[config.mk]
export PLATFORM = sky130hd
export DESIGN_NAME = temp_filter
export DESIGN_NICKNAME = d
export VERILOG_FILES = /design/src/rtl/temp_filter.sv
export SDC_FILE = /design/constraint.sdc
export NUM_CORES = 1
export LEC_CHECK = 0
export BUFFER_PORTS_ARGS = -buffer_cell sky130_fd_sc_hd__clkbuf_2
export CAP_MARGIN = 20
export CORE_MARGIN = 3
export CORE_UTILIZATION = 57
export CTS_CLUSTER_DIAMETER = 100
export CTS_CLUSTER_SIZE = 30
export DETAILED_ROUTE_END_ITERATION = 8
export GPL_ROUTABILITY_DRIVEN = 1
export PLACE_DENSITY = 0.79
export SYNTH_ARGS = -nofsm -noshare
export SYNTH_HDL_FRONTEND = slang
export SYNTH_SLANG_ARGS = --single-unit
[constraint.sdc]
create_clock -name clk -period 2.9 [get_ports clk]
set_clock_uncertainty 0.15 [all_clocks]
set_input_delay 0 -clock clk [delete_from_list [all_inputs] [get_ports clk]]
set_output_delay 0 -clock clk [all_outputs]
set_load 0.01 [all_outputs]
[src/rtl/temp_filter.sv]
// Averages blocks of raw sensor samples into whole-degree display temperatures.
// Build option: TEMP_FILTER_ROUND_EN rounds half up instead of flooring.
module temp_filter #(
  parameter int SAMPLE_W = 13,
  parameter int AVG_LOG2 = 3,
  parameter int MAX_C    = 99
) (
  input  logic                clk,
  input  logic                reset,
  input  logic [SAMPLE_W-1:0] sample_in,
  input  logic                sample_valid,
  output logic                sample_ready,
  output logic [7:0]          temp_out,
  output logic                temp_valid,
  output logic                temp_clamped
);

  localparam int ACC_W = SAMPLE_W + AVG_LOG2;
  localparam int DEG_W = ACC_W + 1;
  localparam logic signed [DEG_W-1:0] MAX_S = DEG_W'(MAX_C);
  localparam logic [7:0] MAX_8 = 8'(MAX_C);

  typedef enum logic [1:0] {
    ACC,
    CALC,
    PUB
  } state_t;

  state_t                    state;
  logic signed [ACC_W-1:0]   acc;
  logic signed [ACC_W-1:0]   acc_nxt;
  logic signed [ACC_W-1:0]   avg;
  logic signed [DEG_W-1:0]   avg_w;
  logic signed [DEG_W-1:0]   deg;
  logic signed [DEG_W-1:0]   deg_nxt;
  logic [AVG_LOG2-1:0]       cnt;

  assign acc_nxt = acc + {{AVG_LOG2{sample_in[SAMPLE_W-1]}}, sample_in};
  assign avg     = acc >>> AVG_LOG2;
  assign avg_w   = DEG_W'(avg);

`ifdef TEMP_FILTER_ROUND_EN
  localparam logic signed [DEG_W-1:0] HALF = DEG_W'(8);
  logic signed [DEG_W-1:0] rnd;

  always_comb begin
    rnd     = avg_w + HALF;
    deg_nxt = rnd >>> 4;
  end
`else
  always_comb begin
    deg_nxt = avg_w >>> 4;
  end
`endif

  always_ff @(posedge clk) begin
    if (reset) begin
      state        <= ACC;
      acc          <= '0;
      cnt          <= '0;
      deg          <= '0;
      sample_ready <= 1'b1;
      temp_out     <= '0;
      temp_valid   <= 1'b0;
      temp_clamped <= 1'b0;
    end else begin
      temp_valid <= 1'b0;
      unique case (state)
        ACC: begin
          if (sample_valid && sample_ready) begin
            acc <= acc_nxt;
            cnt <= cnt + 1'b1;
            if (cnt == '1) begin
              state        <= CALC;
              sample_ready <= 1'b0;
            end
          end
        end
        CALC: begin
          deg   <= deg_nxt;
          state <= PUB;
        end
        PUB: begin
          if (deg < 0) begin
            temp_out     <= '0;
            temp_clamped <= 1'b1;
          end else if (deg > MAX_S) begin
            temp_out     <= MAX_8;
            temp_clamped <= 1'b1;
          end else begin
            temp_out     <= deg[7:0];
            temp_clamped <= 1'b0;
          end
          temp_valid   <= 1'b1;
          acc          <= '0;
          cnt          <= '0;
          state        <= ACC;
          sample_ready <= 1'b1;
        end
        default: begin
          state        <= ACC;
          sample_ready <= 1'b1;
        end
      endcase
    end
  end

endmodule

# Word level (Yosys, flattened, before mapping)
# Index checks and enable logic that the tools add are counted.
# word_totals
register_bits	41
in_bits	16
output_inout_bits	11
wordCells	39
# classes
addsub	2
n_lt_le_gt_ge	2
eq_ne	5
n_mux	15
bitwise	1
n_reduce_logical	6
# ops
operator	count
one-hot mux 16 bit (2 select lines)	1
adder 16 bit	1
two-way mux 16 bit	1
two-way mux 8 bit	2
greater-than comparator 9 x 8 -> 1 bit, second input constant	1
< comparator 9 x 1 -> 1 bit, second input constant	1
one-hot mux 3 bit (2 select lines)	1
two-way mux 1 bit	5
two-way mux 2 bit	2
inequality test 2 bit, second input constant	2
one-hot mux 2 bit (2 select lines)	1
AND reduction 2 bit	2
adder 3 x 1 -> 3 bit, second input constant	1
== test 3 bit, second input constant	1
two-way mux 3 bit	1
AND reduction 3 bit	1
== test 2 x 1 -> 1 bit, second input constant	1
== test 2 bit, second input constant	1
logical NOT 2 bit	1
one-hot mux 1 bit (2 select lines)	1
nonzero test 2 bit	1
logical AND 1 bit	1
NOT 1 bit	1

# Logic depth before layout (Yosys ltp)
# Gate-level depths: netlist of run 1.
# logic_depth
ltp_word	4
mapped_depth	8

# Worst setup path after synthesis of run 1
# Ideal clock, no wire load.
# synth_path
path_type	register -> register
start	reg acc[0]
end	reg acc[14]
setup_time_ns	0.117
arrival_ns	1.789
required_time_ns	2.633
setup_slack_ns	0.843
stages_incl_launch_ff	9
period_less_slack_ns	2.057
cell_sequence	dfxtp_1 -> ha_1 -> inv_1 -> fa_1 -> nor2b_1 -> o211ai_2 -> a211oi_1 -> o21ai_0 -> a32o_1
# synth_between
elab_chain_cells	3
# synth_lines
item	line_no	rtl
start: declaration	30	logic signed [ACC_W-1:0] acc;
start signal: assignment	71	acc <= acc_nxt;
adder 16 bit	38	assign acc_nxt = acc + {{AVG_LOG2{sample_in[SAMPLE_W-1]}}, sample_in};
two-way mux 16 bit	70	if (sample_valid && sample_ready) begin
one-hot mux 16 bit (2 select lines)	68	unique case (state)
# No other way between the ends. The select of a mux whose other input is x is not followed.
# A chain may end at the register's enable or synchronous reset.

# Worst setup path in the final report of run 1
# layout_path
start	in sample_in[0]
end	reg acc[14]
# layout_between
elab_chain_cells	3
# layout_lines
item	line_no	rtl
start: declaration	10	input logic [SAMPLE_W-1:0] sample_in,
adder 16 bit	38	
two-way mux 16 bit	70	
one-hot mux 16 bit (2 select lines)	68	
# No other way between the ends. The select of a mux whose other input is x is not followed.

==> results of run 1 <==
==> routing by layer <==
layer	vias up	track usage, %
met5	-	0
met4	0	13.6
met3	12	5.83
met2	61	37.8
met1	932	28.1
li1	1025	-
==> sequential cells by signal (all words and copies together), names as in the netlist <==
register and count:
sample_ready 1, deg 9, temp_clamped 1, acc 16
temp_out 8, temp_valid 1, cnt 3, state 2
==> where the power goes <==
group	switching, W	total [W]	internal, W
sequential	0.0000253	0.000620	0.000595
clock	0.000215	0.000473	0.000258
combinational	0.000188	0.000321	0.000133
==> stage by stage <==
| stage | hold WS, ns | area, um^2 | setup WS, ns | instances |
|---|---|---|---|---|
| 2_1_floorplan | 0.107 | 2240 | 0.843 | 266 |
| 3_3_place_gp | 0.232 | 2390 | 0.757 | 333 |
| 3_5_place_dp | 0.244 | 2390 | 0.705 | 333 |
| 4_1_cts | 0.00247 | 2510 | 0.695 | 342 |
| 5_1_grt | 0.0391 | 2510 | 0.505 | 342 |
| 6_report | 0.00121 | 2510 | 0.691 | 342 |
==> synthesized netlist by cell type, drive strengths merged <==
library cell / instances / area, um^2
a211o: 1 / 8.76
a211oi: 3 / 22.5
a21boi: 2 / 15.0
a21o: 5 / 37.5
a21oi: 28 / 144
a221oi: 1 / 8.76
a22o: 3 / 26.3
a22oi: 3 / 22.5
a311oi: 1 / 15.0
a32o: 5 / 50.1
a32oi: 1 / 8.76
and2: 3 / 18.8
and2b: 1 / 7.51
and3: 1 / 6.26
and4: 3 / 27.5
buf: 4 / 31.3
clkbuf: 4 / 15.0
dfxtp: 41 / 821
fa: 1 / 20.0
ha: 17 / 213
inv: 6 / 22.5
mux2i: 1 / 10.0
nand2: 45 / 169
nand2b: 4 / 25.0
nand3: 4 / 20.0
nand3b: 1 / 20.0
nand4: 2 / 12.5
nor2: 20 / 75.1
nor2b: 5 / 31.3
nor3: 5 / 25.0
nor3b: 1 / 7.51
o2111ai: 2 / 23.8
o211ai: 5 / 42.5
o21a: 2 / 15.0
o21ai: 17 / 85.1
o311ai: 2 / 17.5
o31ai: 1 / 7.51
or2: 1 / 6.26
or3: 8 / 50.1
xnor2: 2 / 17.5
xor2: 4 / 35.0
==> worst paths after layout <==
path	start	to
worst max-delay path	sample_in[0]	acc[14]
worst min-delay path	sample_valid	cnt[1]
worst max register to register	acc[0]	acc[14]
worst min register to register	temp_out[5]	temp_out[5]
==> cell usage in the layout, fill, tap and decap left out, types with 3 or more instances in the layout <==
cell type | synthesis | layout
o211ai_1 | 4 | 4
clkbuf_2 | 0 | 26
a22o_1 | 3 | 3
a21o_1 | 5 | 5
ha_1 | 17 | 17
a22oi_1 | 3 | 3
o21ai_0 | 10 | 10
xor2_1 | 4 | 4
or3_1 | 8 | 8
nand2b_1 | 4 | 4
and2_1 | 3 | 3
nand3_1 | 4 | 4
inv_1 | 6 | 6
a211oi_1 | 3 | 3
nor3_1 | 5 | 5
o21ai_1 | 7 | 7
nand2_1 | 45 | 45
a32o_1 | 5 | 5
nor2_1 | 20 | 20
a21oi_1 | 27 | 27
dfxtp_1 | 41 | 41
nor2b_1 | 5 | 5
clkbuf_8 | 0 | 5
==> worst max-delay path, stage by stage <==
cell and delay, ns:
dlygate4sd3_1 0.52, clkbuf_2 0.11, ha_1 0.18, inv_1 0.06
fa_1 0.37, nor2b_1 0.24, o211ai_2 0.17, a211oi_1 0.25
o21ai_0 0.10, a32o_1 0.25
==> cell families (layout without fill, tap and decap cells) <==
group,Yosys count,count (layout),synth area share [%]
and+or+nand+nor,104,104,22.4
xor gates and xnor gates,6,6,2.35
DFF,41,41,36.7
AOI/OAI and AO/OA,82,82,24.6
muxes,1,1,0.447
adders and majority gates,18,18,10.4
buffers and inverters,14,42,3.08
==> final cells by class <==
class                      instances  share of cell area, %
clock inverter                     3                   1.84
sequential                        41                   32.7
tap                               48                   2.39
clock buffer                       5                   2.74
multi-input combinational        211                   53.6
inverter                           6                  0.896
timing repair buffer              28                   5.87
==> metrics.md, run 1 <==
| Metric | Value |
|---|---|
| Wire length on met2 | `between 2000 and 2500 um` |
| Largest net degree at the start of global routing | `23` |
| HP Class | `primary input to register` |
| # clock sinks | `between 40 and 50` |
| Vias per cell | `5.94` |
| Fmax | `roughly 450 MHz` |
| Critical path class | `primary input to register` |
| Synth cell types | `approximately 50` |
| Layout cells sized above 1 | `13.9%` |
| Worst-Skew Late Latency | `approximately 0.31 ns` |
| Die Wd | `a little under 70 um` |
| Hold buffers post-CTS | `1` |
| Initial DRT Pass Iterations | `4` |
| Crit end category | `register` |
| Dpl hpwl | `3630 um` |
| CTS tree | `built` |
| Antenna Violating Nets Remaining | `0` |
| WL/cell | `14.4 um` |
| Fill count | `323` |
| Drt initial violations | `94` |
| Total Nets Final | `roughly 330` |
| Syn Area/Cell | `between 8 and 9 um^2` |
| PostCTS Resize Cnt | `0` |
| Die area | `~0.0047 mm^2` |
| Reg2Reg Setup Slack | `roughly 0.7 ns` |
| Core area | `0.00372 mm^2` |
| Worst vdd ir | `roughly 0.00033 V` |
| Max capacitance violation total | `0` |
| Die H | `68.7 um` |
| Initial core utilization | `about three fifths` |
| Depth of the most critical reg-to-reg path | `8` |
| Sequential fraction of the synthesis area | `36.7%` |
| Initial antenna violation count | `0` |
| Area of the multi-input gates | `between 0.001 and 0.0015 mm^2` |
| Clock Path Buffers | `2` |
| Cell Rows | `22` |
| Setup_tns | `0 ns` |
| Total power | `~0.0014 W` |
| Tcrit/Tclk final | `76.2%` |
| Detailed-route via count | `2030` |
| Io pins | `27` |
| Total wire length | `roughly 5000 um` |
| Syn Inst Count | `266` |
| Clk slew on worst S/H paths | `0.09 ns` |
| Pwr/cell area | `563 mW/mm^2` |
| Aggregate global-route resource usage | `between 20% and 30%` |
| Total gr overflow | `0` |
| Pins Over Slew Limit | `0` |
| Final Util | `between 60% and 70%` |
| ANT cells | `0` |
| Yosys warns | `0` |
| Final Critical Period | `between 2 and 2.5 ns` |
| Syn nets | `300` |
| Static Leakage | `between 1 and 1.5 nW` |
| Status | `completed` |
| Met1 Wirelength | `approximately 2200 um` |
| #FFs+latches synth | `41` |
| Unrepaired setup endpoints after global routing | `false` |
| Final setup viols | `0` |
| WHS Path Cells | `5` |
| Relative max-transition margin | `between 40% and 50%` |
| Critical Path Fanout Max | `5` |
| Mapped Area | `around 0.0022 mm^2` |
| First-pass GRT wire length | `about 8200 um` |
| Slew @ Worst Pin | `roughly 0.84 ns` |
| CTS buffer count | `5` |
| Vias in the first global route | `approximately 1900` |
| Post-CTS Setup Bufs | `0` |
| Final-report hold violation count | `0` |
| Met3 routed wirelength | `279 um` |
| Seq. cell area | `roughly 800 um^2` |
| Area Overhead vs Synth | `12.4%` |
| PortBufs | `26` |
| Critical path arrival | `between 2 and 2.5 ns` |
| Final Wtd Congestion | `~0.88` |
| Critical Path Source Type | `primary input` |
| DR DRC count | `0` |
| Required @ worst endpoint | `between 2 and 3 ns` |
| H-tree depth | `2` |
| Max Used Layer | `met4` |
| Clock root cell | `clkbuf_8` |
No activity file was read; power rests on OpenSTA's default activity.
==> inputs of run 2 (changes only) <==
- clock period: 2.9 -> 2.2 ns (I/O delays scaled with it)
==> metrics.md, run 2 (synthesis results as in run 1) <==
| Metric | Value |
|---|---|
| Area Overhead vs Synth | `18.4%` |
| Commonest non-fill, non-tap cells in the layout | `nand2_1, dfxtp_1, a21oi_1` |
| Status | `completed` |
| Critical path arrival | `about 2.2 ns` |
| Final Critical Period | `approximately 2.1 ns` |
| Required @ worst endpoint | `2.25 ns` |
| Vias in the first global route | `around 1800` |
| Final Wtd Congestion | `approximately 0.90` |
| Die Wd | `around 69 um` |
| Initial antenna violation count | `0` |
| Die H | `68.7 um` |
| Initial DRT Pass Iterations | `4` |
| Static Leakage | `about 1.1 nW` |
| # clock sinks | `41` |
| Depth of the most critical reg-to-reg path | `8` |
| RR Startpoint | `acc[0]` |
| Total wire length | `just under 5000 um` |
| CTS tree | `built` |
| Clock Path Buffers | `2` |
| Aggregate global-route resource usage | `22.8%` |
| Slew @ Worst Pin | `just under 0.7 ns` |
| WHS Path Cells | `4` |
| Pwr/cell area | `727 mW/mm^2` |
| DR DRC count | `0` |
| Pre-CTS setup slack | `0.00447 ns` |
| Max capacitance violation total | `0` |
| Critical Path Start | `acc[0]` |
| Critical path class | `register to register` |
| Core area | `between 0.003 and 0.004 mm^2` |
| ANT cells | `0` |
| Dpl hpwl | `3640 um` |
| Total Nets Final | `between 300 and 400` |
| CTS buffer count | `5` |
| Setup_tns | `0 ns` |
| Area post-placement | `about 0.0025 mm^2` |
| Fill count | `around 330` |
| Final Cell Area | `between 0.002 and 0.003 mm^2` |
| Cell Rows | `22` |
| Crit end category | `register` |
| Die area | `roughly 0.0047 mm^2` |
| Min-delay src | `sample_in[12]` |
| Largest register FFs | `16` |
| Relative max-transition margin | `between 50% and 60%` |
| Pins Over Slew Limit | `0` |
| Largest net degree at the start of global routing | `14` |
| Critical Path Fanout Max | `5` |
| Drt initial violations | `around 190` |
| Commonest non-fill, non-tap cell in the layout | `nand2_1` |
| Final worst setup slack | `approximately 0.091 ns` |
| WL/cell | `13.9 um` |
| Io pins | `27` |
| HP Class | `primary input to register` |
| Detailed-route via count | `roughly 2100` |
| PortBufs | `26` |
| Fmax | `about 470 MHz` |
| Initial core utilization | `60.2%` |
| Worst vdd ir | `roughly 0.00053 V` |
| Total gr overflow | `0` |
| Layout cells sized above 1 | `between 10% and 20%` |
| Clk slew on worst S/H paths | `~0.080 ns` |
| Top flop regs | `acc x16, deg x9, temp_out x8` |
| Clock root cell | `clkbuf_8` |
| Reg with most FFs | `acc` |
| Post-CTS Setup Bufs | `0` |
| Area of the multi-input gates | `0.00138 mm^2` |
| Seq. cell area | `a little over 800 um^2` |
| Critical Path Source Type | `register` |
| H-tree depth | `2` |
| Antenna Violating Nets Remaining | `0` |
| First-pass GRT wire length | `roughly 8100 um` |
| Final-report hold violation count | `0` |
| Vias per cell | `about 5.9` |
| Tcrit/Tclk final | `a little over nine tenths` |
| Unrepaired setup endpoints after global routing | `false` |
| Worst-Skew Late Latency | `~0.3 ns` |
| Final setup viols | `0` |
[run 2: changes by cell type in the layout (fill, tap and decap cells not counted), sizes merged]
| cell | before | now |
|---|---|---|
| buf | 1 | 10 |
| clkbuf | 31 | 32 |
| dlygate4sd3 | 1 | 4 |
| clkinv | 1 | 0 |
[run 2: worst paths after layout]
kind,slack (ns),end
worst max-delay path,0.09,acc[14]
worst min-delay path,0.04,acc[15]
worst max register to register,0.09,acc[14]
worst min register to register,0.30,temp_out[5]
[run 2: repair_timing]
| item | CTS | global route |
|---|---|---|
| endpoints found under the hold margin | 10 | 0 |
| resized for setup | 1 | 7 |
| setup endpoints to repair | 1 | 6 |
| pin swaps | 0 | 1 |
| hold buffers | 4 | 0 |
[run 2: power by group]
part / total (W) / leakage, nW / switching [W] / internal, W
sequential: 0.000814 / 0.334 / 0.0000301 / 0.000784
clock: 0.000648 / 0.0574 / 0.000279 / 0.000369
combinational: 0.000464 / 0.734 / 0.000261 / 0.000204
total: 0.00193 / 1.12 / 0.000570 / 0.00136
[run 2: routing by layer]
layer	up-vias	track usage (%)	routed length (um)
met1	972	30.0	2300
li1	1048	-	-
met3	8	5.51	257
met5	-	0	0
met4	0	8.68	89
met2	58	35.8	2290
[run 2: through the flow]
step | hold slack, ns | instances | util [%] | power [W]
CTS | 0.0346 | 354 | 70.5 | 0.00191
floorplan | 0.107 | 266 | - | 0.00116
finish | 0.0429 | 354 | 71.3 | 0.00193
global route | 0.0687 | 354 | 71.3 | 0.00202
global placement | 0.212 | 342 | 66.1 | 0.00126
detailed placement | 0.219 | 342 | 66.1 | 0.00126
[run 2: area by class of cell]
type	instances	area share (%)
multi-input combinational	211	52.1
sequential	41	31.0
timing repair buffer	40	9.26
clock buffer	6	3.12
tap	48	2.27
clock inverter	2	1.42
inverter	6	0.850
[run 2: critical path, cell delays in order, from the launching register on]
cell and delay [ns]:
dfxtp_1 0.34, ha_2 0.19, inv_1 0.05, fa_2 0.36, nor2b_4 0.15, o211ai_4 0.11, a211oi_2 0.28, o21ai_0 0.11
a32o_1 0.26
==> inputs of run 3 (changes only) <==
- GPL_TIMING_DRIVEN: unset -> 0
==> metrics.md, run 3 (synthesis results as in run 1) <==
| Metric | Value |
|---|---|
| Layout cells sized above 1 | `~17%` |
| Clock root cell | `clkbuf_8` |
| First-pass GRT wire length | `approximately 8000 um` |
| Final-report hold violation count | `0` |
| RR Startpoint | `acc[0]` |
| Slew @ Worst Pin | `approximately 1 ns` |
| Total wire length | `between 4000 and 5000 um` |
| Static Leakage | `between 1 and 1.5 nW` |
| Antenna Violating Nets Remaining | `0` |
| Dpl hpwl | `approximately 3500 um` |
| Critical path class | `register to register` |
| Clock Path Buffers | `2` |
| Vias per cell | `approximately 5.7` |
| H-tree depth | `2` |
| Crit-path slowest cell | `dfxtp_1` |
| Total Nets Final | `~340` |
| CP Cell Sequence | `ha_2, inv_1, fa_2, nor2b_4, o211ai_4, a211oi_2, o21ai_1, a32o_1` |
| Status | `completed` |
| Detailed-route via count | `between 1500 and 2000` |
| DR DRC count | `0` |
| Crit end category | `register` |
| CTS tree | `built` |
| Depth of the most critical reg-to-reg path | `8` |
| Clock Power Share | `roughly a third` |
| Tcrit/Tclk final | `97.7%` |
| Worst vdd ir | `a little over 0.0005 V` |
| Relative max-transition margin | `33.0%` |
| Setup_tns | `0 ns` |
| Reg with most FFs | `acc` |
| Total gr overflow | `0` |
| Aggregate global-route resource usage | `approximately 22%` |
| CTS buffer count | `5` |
| Die area | `0.00471 mm^2` |
| Final Wtd Congestion | `about 0.9` |
| Area Overhead vs Synth | `16.4%` |
| PortBufs | `26` |
| Critical path arrival | `~2.2 ns` |
| Hold Slack | `0.00275 ns` |
| Min-delay src | `sample_valid` |
| Min-Delay Endpoint | `acc[2]` |
| Initial antenna violation count | `0` |
| ANT cells | `0` |
| Drt initial violations | `about 180` |
| HP Class | `primary input to register` |
| Io pins | `27` |
| Commonest non-fill, non-tap cell in the layout | `nand2_1` |
| Flop pwr share | `43.0%` |
| Worst-Skew Late Latency | `0.29 ns` |
| Final worst setup slack | `just over 0.05 ns` |
| Initial core utilization | `between 60% and 70%` |
| Max capacitance violation total | `0` |
| Core area | `around 0.0037 mm^2` |
| Clk slew on worst S/H paths | `~0.08 ns` |
| Final Critical Period | `about 2.1 ns` |
| Critical Path Source Type | `register` |
| Critical Path Fanout Max | `5` |
| # clock sinks | `just over 40` |
| Pins Over Slew Limit | `0` |
| Unrepaired setup endpoints after global routing | `true` |
| Worst r2r dst | `acc[14]` |
| Top flop regs | `acc x16, deg x9, temp_out x8` |
| Net load switching power | `~0.00055 W` |
| Die H | `between 60 and 70 um` |
| Die Wd | `a little under 70 um` |
| Pint | `around 0.0013 W` |
| Vias in the first global route | `~1900` |
| Final Util | `70.1%` |
| Pwr/cell area | `727 mW/mm^2` |
| Reg2Reg Setup Slack | `slightly above 0.05 ns` |
| Initial DRT Pass Iterations | `4` |
| WL/cell | `about 14 um` |
| Switching Fraction | `28.8%` |
| Final setup viols | `0` |
| Commonest non-fill, non-tap cells in the layout | `nand2_1, dfxtp_1, clkbuf_2` |
| Worst path max stage delay | `0.37 ns` |
| Cell Rows | `22` |
| Post-route non-filler standard cell count | `350` |
| Pre-CTS setup slack | `-0.0983 ns` |
| Largest register FFs | `16` |
| Combinational power share | `a little under a quarter` |
| Fill count | `about 320` |
| Fmax | `between 400 and 500 MHz` |
| WHS Path Cells | `4` |
| Largest net degree at the start of global routing | `14` |
| # placed instances | `340` |
| Required @ worst endpoint | `roughly 2.2 ns` |
## run 3: area by class of cell
class,instances,area (um^2),share of cell area (%)
Multi-Input combinational cell,211,1390,53.3
Clock inverter,2,37.5,1.44
Timing Repair Buffer,28,148,5.67
Sequential cell,41,821,31.5
Buffer,8,46.3,1.78
Tap cell,48,60.1,2.31
Clock buffer,6,82.6,3.17
Inverter,6,22.5,0.865
## run 3: critical path: cells and delay by family (launching register included)
| family | cells | cell delay (ns) |
|---|---|---|
| compound gates | 4 | 0.73 |
| fa+ha+maj | 2 | 0.57 |
| flops | 1 | 0.37 |
| simple gates | 1 | 0.17 |
| buf+inv | 1 | 0.06 |
## run 3: worst max-delay path by stage
stage	start	cells after the start	to	slack, ns
final	acc[0]	8	acc[14]	0.05
after global routing	acc[0]	8	acc[14]	-0.09
after global placement	acc[0]	8	acc[14]	-0.07
after floorplan	acc[0]	8	acc[14]	0.14
after detailed placement	acc[0]	8	acc[14]	-0.1
after CTS	acc[4]	6	acc[10]	0.02
## run 3: power by group through the flow
stage          Combinational, W  Sequential, W  Clock, W
2_1_floorplan          0.000336       0.000823         0
3_3_place_gp           0.000412       0.000831         0
3_5_place_dp           0.000419       0.000833         0
4_1_cts                0.000432       0.000816  0.000650
5_1_grt                0.000505       0.000821  0.000672
6_report               0.000448       0.000815  0.000631
## run 3: per-stage QoR
step | power, W | instance area (um^2)
floorplan | 0.00116 | 2240
global placement | 0.00124 | 2430
detailed placement | 0.00125 | 2430
CTS | 0.00190 | 2580
global route | 0.00200 | 2610
finish | 0.00189 | 2610
## run 3: metal layers
metal	vias up	share of wire (%)	GRT usage, %
met2	43	48	38.9
met4	0	1.8	6.95
met1	914	47	27.7
li1	1034	-	-
met3	8	3.8	4.05
met5	-	0	0
## run 3: timing repair
action / CTS / global route
gates resized for setup: 4 / 7
hold buffers: 1 / 0
setup buffers: 0 / 1
setup endpoints to repair: 3 / 6
pin swaps: 0 / 1
hold endpoints to repair: 1 / 0
